File: config.mk
export PLATFORM = sky130hd
export DESIGN_NAME = pipeline_stage_reg
export DESIGN_NICKNAME = d
export VERILOG_FILES = /design/src/rtl/pipeline_stage_reg.sv
export SDC_FILE = /design/constraint.sdc
export NUM_CORES = 1
export LEC_CHECK = 0
export CAP_MARGIN = 20
export CORE_UTILIZATION = 50
export DETAILED_ROUTE_END_ITERATION = 6
export DONT_BUFFER_PORTS = 1
export HOLD_SLACK_MARGIN = 0.12
export PLACE_DENSITY = 0.69
export REMOVE_ABC_BUFFERS = 1
export SYNTH_ARGS = -nofsm -noshare
export SYNTH_HDL_FRONTEND = slang
export SYNTH_SLANG_ARGS = --single-unit
File: constraint.sdc
create_clock -name clk -period 1.9 [get_ports clk]
set_clock_uncertainty 0.15 [all_clocks]
set_input_delay 0.38 -clock clk [delete_from_list [all_inputs] [get_ports clk]]
set_output_delay 0.38 -clock clk [all_outputs]
set_load 0.05 [all_outputs]
File: src/rtl/pipeline_stage_reg.sv
// pipeline_stage_reg: elastic valid/ready pipeline register with a 2-entry
// skid buffer (main + skid), registered in_ready and bubble-inserting flush.
// Optional macro PIPE_STAGE_PERF_EN adds saturating stall/bubble counters.
module pipeline_stage_reg #(
  parameter int unsigned CTRL_WIDTH = 16,
  parameter int unsigned DATA_WIDTH = 160,
  parameter int unsigned CNT_WIDTH  = 32
) (
  input  logic                  clk,
  input  logic                  reset,
  input  logic                  flush,
  input  logic                  in_valid,
  output logic                  in_ready,
  input  logic [CTRL_WIDTH-1:0] in_ctrl,
  input  logic [DATA_WIDTH-1:0] in_data,
  output logic                  out_valid,
  input  logic                  out_ready,
  output logic [CTRL_WIDTH-1:0] out_ctrl,
  output logic [DATA_WIDTH-1:0] out_data,
  output logic [1:0]            occupancy
`ifdef PIPE_STAGE_PERF_EN
  ,
  output logic [CNT_WIDTH-1:0]  stall_cycles,
  output logic [CNT_WIDTH-1:0]  bubble_cycles
`endif
);

  typedef enum logic [1:0] {
    EMPTY = 2'd0,
    HALF  = 2'd1,
    FULL  = 2'd2
  } state_t;

  state_t                state_q, state_d;
  logic                  out_valid_q, out_valid_d;
  logic                  in_ready_q, in_ready_d;
  logic [CTRL_WIDTH-1:0] main_ctrl_q, main_ctrl_d;
  logic [DATA_WIDTH-1:0] main_data_q, main_data_d;
  logic [CTRL_WIDTH-1:0] skid_ctrl_q, skid_ctrl_d;
  logic [DATA_WIDTH-1:0] skid_data_q, skid_data_d;
  logic                  accept;
  logic                  drain;

  assign accept    = in_valid & in_ready_q;
  assign drain     = out_valid_q & out_ready;

  assign in_ready  = in_ready_q;
  assign out_valid = out_valid_q;
  assign out_ctrl  = main_ctrl_q;
  assign out_data  = main_data_q;

  // Next-state for the main/skid entries; flush overrides normal operation.
  always_comb begin
    state_d     = state_q;
    out_valid_d = out_valid_q;
    main_ctrl_d = main_ctrl_q;
    main_data_d = main_data_q;
    skid_ctrl_d = skid_ctrl_q;
    skid_data_d = skid_data_q;
    unique case (state_q)
      EMPTY: begin
        if (accept) begin
          state_d     = HALF;
          out_valid_d = 1'b1;
          main_ctrl_d = in_ctrl;
          main_data_d = in_data;
        end
      end
      HALF: begin
        if (accept && drain) begin
          main_ctrl_d = in_ctrl;
          main_data_d = in_data;
        end else if (accept) begin
          state_d     = FULL;
          skid_ctrl_d = in_ctrl;
          skid_data_d = in_data;
        end else if (drain) begin
          state_d     = EMPTY;
          out_valid_d = 1'b0;
          main_ctrl_d = '0;
        end
      end
      FULL: begin
        if (drain) begin
          state_d     = HALF;
          main_ctrl_d = skid_ctrl_q;
          main_data_d = skid_data_q;
        end
      end
      default: begin
        state_d     = EMPTY;
        out_valid_d = 1'b0;
        main_ctrl_d = '0;
      end
    endcase
    // A bubble keeps the stale data but zeroes control so it acts as a NOP.
    if (flush) begin
      state_d     = EMPTY;
      out_valid_d = 1'b0;
      main_ctrl_d = '0;
      skid_ctrl_d = '0;
    end
  end

  // in_ready is computed from the next state so it can be a plain flop.
  always_comb begin
    in_ready_d = (state_d != FULL);
  end

  // Occupancy is a direct decode of the registered state.
  always_comb begin
    occupancy = 2'd0;
    unique case (state_q)
      EMPTY:   occupancy = 2'd0;
      HALF:    occupancy = 2'd1;
      FULL:    occupancy = 2'd2;
      default: occupancy = 2'd0;
    endcase
  end

  // State and payload registers with synchronous reset.
  always_ff @(posedge clk) begin
    if (reset) begin
      state_q     <= EMPTY;
      out_valid_q <= 1'b0;
      in_ready_q  <= 1'b1;
      main_ctrl_q <= '0;
      main_data_q <= '0;
      skid_ctrl_q <= '0;
      skid_data_q <= '0;
    end else begin
      state_q     <= state_d;
      out_valid_q <= out_valid_d;
      in_ready_q  <= in_ready_d;
      main_ctrl_q <= main_ctrl_d;
      main_data_q <= main_data_d;
      skid_ctrl_q <= skid_ctrl_d;
      skid_data_q <= skid_data_d;
    end
  end

`ifdef PIPE_STAGE_PERF_EN
  logic [CNT_WIDTH-1:0] stall_q;
  logic [CNT_WIDTH-1:0] bubble_q;

  assign stall_cycles  = stall_q;
  assign bubble_cycles = bubble_q;

  // Saturating counters; only reset clears them, flush does not.
  always_ff @(posedge clk) begin
    if (reset) begin
      stall_q  <= '0;
      bubble_q <= '0;
    end else begin
      if (out_valid_q && !out_ready && (stall_q != '1)) begin
        stall_q <= stall_q + 1'b1;
      end
      if (!out_valid_q && (bubble_q != '1)) begin
        bubble_q <= bubble_q + 1'b1;
      end
    end
  end
`endif

endmodule

* Yosys cells after proc, flatten, opt, wreduce, memory -nomap -nowiden
Cells that the tools add are included.
** Word-level totals
- Input port bits :: 181
- Logic and storage cells :: 53
- Flip-flop bits (word level) :: 356
- Output and inout port bits :: 180
** Cells by class
- Reduce and logical (&&, ||, !) cells :: 8
- Bitwise logic cells :: 4
- Equality and inequality tests :: 11
- Multiplexer cells :: 23
** Operator list (number)
- $mux W160 :: 3
- $pmux W160 S3 :: 1
- $mux W16 :: 5
- $pmux W16 S3 :: 1
- $ne A2 B2 Y1 const B :: 7
- $mux W2 :: 6
- $reduce_and A4 Y1 :: 2
- $ne A3 B3 Y1 const B :: 2
- $pmux W2 S3 :: 1
- $reduce_and A5 Y1 :: 1
- $mux W1 :: 4
- $pmux W2 S2 :: 1
- $pmux W1 S3 :: 1
- $reduce_and A3 Y1 :: 1
- $reduce_bool A3 Y1 :: 1
- $and A1 B1 Y1 :: 2
- $eq A2 B1 Y1 const B :: 1
- $eq A2 B2 Y1 const B :: 1
- $logic_not A2 Y1 :: 1
- $not A1 Y1 :: 2
- $reduce_or A2 Y1 :: 1
- $logic_and A1 B1 Y1 :: 1

* Depth between registers and ports, before layout
- Depth in word-level cells :: 7
- Depth in mapped cells :: 8
- Gate-level depth less buffers :: 4

* Worst setup path before layout
OpenSTA, ideal clock, no wires.
- Path type :: reg-to-reg
- Start :: register out_valid_q (netlist: out_valid)
- End :: register main_data_q[100] (netlist: out_data[100])
- Setup slack :: -0.157 ns
- Period minus slack after synthesis :: 2.057 ns
- Required time :: 1.659 ns
- Path buffers :: 3
- Arrival time :: 1.816 ns
- Setup time :: 0.091 ns
- Stages on the path, launching flop included :: 8
- Cell sequence :: dfxtp_1 clkbuf_1 nand4b_1 o211ai_2 buf_2 buf_4 nor2_1 a311oi_1
** Between the ends
- Word-level cells in the longest chain between the ends :: 4
- Elaborated cells between the ends (all ways) :: 5
- Classes of those cells :: eq/ne (2); bitwise (1); reduce/logical (2)
** Ends and longest elaborated chain
- start: declaration :: line 35 : logic out_valid_q, out_valid_d;
- start signal: assignment :: line 133 : out_valid_q <= out_valid_d;
- $and A1 B1 Y1 * :: line 45 : assign drain = out_valid_q & out_ready;
- $logic_and A1 B1 Y1 :: line 70 : if (accept && drain) begin
- $ne A2 B2 Y1 (no line)
- $reduce_and A4 Y1 (no line) *
- end signal: assignment :: line 136 : main_data_q <= main_data_d;
- end: declaration :: line 38 : logic [DATA_WIDTH-1:0] main_data_q, main_data_d;
Mark *: on every way between the ends. The rest lies on a longest branch, timed or not.
A chain may end at the register's enable or synchronous reset.

==> out/metrics.cfg <==
[run_status]
status=finished with violations
violations=hold timing, setup timing

[layout]
drive_gt1_share_pct=7.878
fin_nets=2098
area_growth_pct=27.90
diodes=0
fillers=2190
fin_cells=2314

[setup_path]
crit_family=buffers and inverters
slowest_delay_ps=580
critical_path.max_fanout=321
start_kind=primary input
required_ps=2200
cp.depth=4
crit_path_end_kind=register
crit_path_cell_trace=or2_2 -> dlygate4sd3_1 -> a221o_1 -> inv_1
slowest_stage=dlygate4sd3_1
worst-setup-path-type=primary input to register
arrival_ps=2240
critPathBufInv=2
reg2reg_depth=6

[die]
fp-row-count=60
core_sq_mm=0.02718
die_y_um=169.0
start_util_pct=51.30
die-area_sq_mm=0.02856
top_level_ports=361
dieWidth_um=169.0

[logic_synthesis]
ys_types=32
synthCells=1794
yosysSeqAreaShare_pct=51.12
synthArstFlopShare_pct=0
yosys-top-cells-count=nand2_1, dfxtp_1, a21oi_1, nor2_1, a311oi_1
avgSynthCellArea_sq_um=7.772
yosys-top-cells-area=dfxtp_1, nand2_1, a311oi_1, a21oi_1, nor2_1
synth_most_common_cell=nand2_1
yosys_most_used_dff=dfxtp_1
synth_top_area_share_pct=51.12
synth_edf_count=0
yosysTopAreaCell=dfxtp_1
synth_area_sq_mm=0.01394
ys_ff_latch=356
yosys_warnings=0

[clocking]
clk_pin_slew_ps=60
htreeDepth=2
cts_root_buf=clkbuf_16
clkLatencyLatePin_ps=510
cts.sinks=356
cts_tree=yes
cts_buffers=37
clockBufferDepth=3

[sta]
fin_ws_ps=-45.12
setup_viol_count_final=5
fin_crit_sh_pct=102.4
hold_ws_ps=-213.4
slew_viol_final=0
worstMarginPinSlew_ps=1357
rsz0062_at_grt=yes
max_slew_margin_pct=9.523
final-hold-violation-count=47
finalCriticalPeriod_ps=1945
clock.fmax_mhz=514.1
tns_ps=-94.32

[grt]
grt_usage_pct=24.73
antenna_found_initial=0
grt_max_degree=322
overflow=0
grt_pass1_vias=11390
grt_first_pass_wirelength_mm=58.35

[drt]
wire_per_inst_um=16.74
routed_wl_mm=38.74
num_vias=12940
first_pass_iters=5
detail-route-antenna-nets=0
avgViaCountPerCell=5.592
drt_iter0_drc=1059
post-route-drc-count=0

[power_and_ir_drop]
powerDensity_mw_per_mm2=1028
leakagePower_nw=6.597
irDropWorstVdd_mv=0.7508

[placed_design]
placed_cells=2082
dpl.hpwl_mm=23.24
io_buffers=0
gp_congestion=0.8069

[job]
maxCapViolCount=0

[min_path]
worstHoldPathCells=1
hold_class=primary input to register

final timing paths:
kind,slack (ps),to,from
setup / recovery,-50,state_q[1],reset
hold / removal,-210,out_data[53],reset
setup reg to reg,0,out_data[50],out_valid
hold reg to reg,300,skid_data_q[39],skid_data_q[39]
sequential cells by signal (all words and copies together) (netlist names):
| name | count |
|---|---|
| skid_data_q | 160 |
| out_ctrl | 16 |
| out_data | 160 |
| in_ready | 1 |
| skid_ctrl_q | 16 |
| out_valid | 1 |
| state_q | 2 |
per-stage QoR:
stage | instance area (sq um) | total power [mW] | setup slack [ps] | hold WS (ps) | util (%)
after floorplan | 13240 | 10.36 | -6174 | 280.5 | -
after global placement | 14780 | 10.70 | 147.2 | 287.0 | 54.38
after detailed placement | 14780 | 10.74 | 67.77 | 290.9 | 54.38
after CTS | 16720 | 18.24 | -1.855 | -216.6 | 61.54
after global routing | 17830 | 18.97 | -42.35 | -231.3 | 65.62
final | 17830 | 18.33 | -45.12 | -213.4 | 65.62
cell usage in the layout, fill, tap and decap left out, drive strengths merged:
cell type    Yosys  final
buf             71     84
and3b            1      1
a21oi          178    178
a311oi         160    160
inv              2      4
nand4b           2      2
or2              1      1
bufinv           0      4
nand3            1      1
nor2b            1      1
a221o            1      1
mux2i           16     16
nand2          691    691
dlygate4sd3      0    157
a211o            1      1
nand2b           1      1
o21bai           2      2
dfxtp          356    356
clkbuf          89     56
o2bb2ai          1      1
nor2           178    178
o21ai            2      2
o211ai           1      1
bufbuf           0      2
and2             1      1
xnor2            1      1
o22ai           16     16
clkinv           1      4
a22oi           16     16
and3             2      2
nand4bb          1      1
report_power, final:
group	internal [mW]	leakage (nW)	switching (mW)
clock	4.53	0.612	2.84
combinational	0.811	3.07	0.857
sequential	7.88	2.92	1.42
repair_timing:
item | in CTS | in global routing
setup buffers | 5 | 3
setup endpoints to repair | 2 | 45
hold buffers | 53 | 104
gates resized for setup | 12 | 3
endpoints found under the hold margin | 356 | 320
cloned | 2 | 1
pin swaps | 0 | 2
cell families (layout without fill, tap and decap cells):
logic type             count (synthesis)  in the layout  share of synthesized area, %
AND/OR/NAND/NOR                      880            880                         24.08
AO/OA/AOI/OAI                        378            378                         18.49
flip-flops                           356            356                         51.12
buffers and inverters                163            311                         5.106
multiplexers                          16             16                         1.149
XOR/XNOR                               1              1                       0.06283
routing by layer:
metal	global-route usage [%]	vias up	wire length, um
met4	9.048	0	1129
met2	41.25	526	18840
met1	29.31	6038	15330
met3	8.674	82	3433
li1	-	6293	-
met5	0	-	0
worst reg2reg max path, stage by stage (launching register included):
cell and delay [ps]:
dfxtp_1 430, inv_1 130, o211ai_4 260, buf_12 210, buf_12 180, nor2_1 70
a311oi_1 330
layout make-up:
type                       count  area (sq um)  share of cell area [%]
clock buffer                  55          1096                   6.146
clock inverter                 9         148.9                  0.8350
inverter                       3         23.77                  0.1333
multi-input combinational   1275          6151                   34.49
sequential                   356          7132                   39.99
tap                          372         465.4                   2.610
timing repair buffer         244          2815                   15.79
Note: power is estimated with default switching activity, not from simulation.
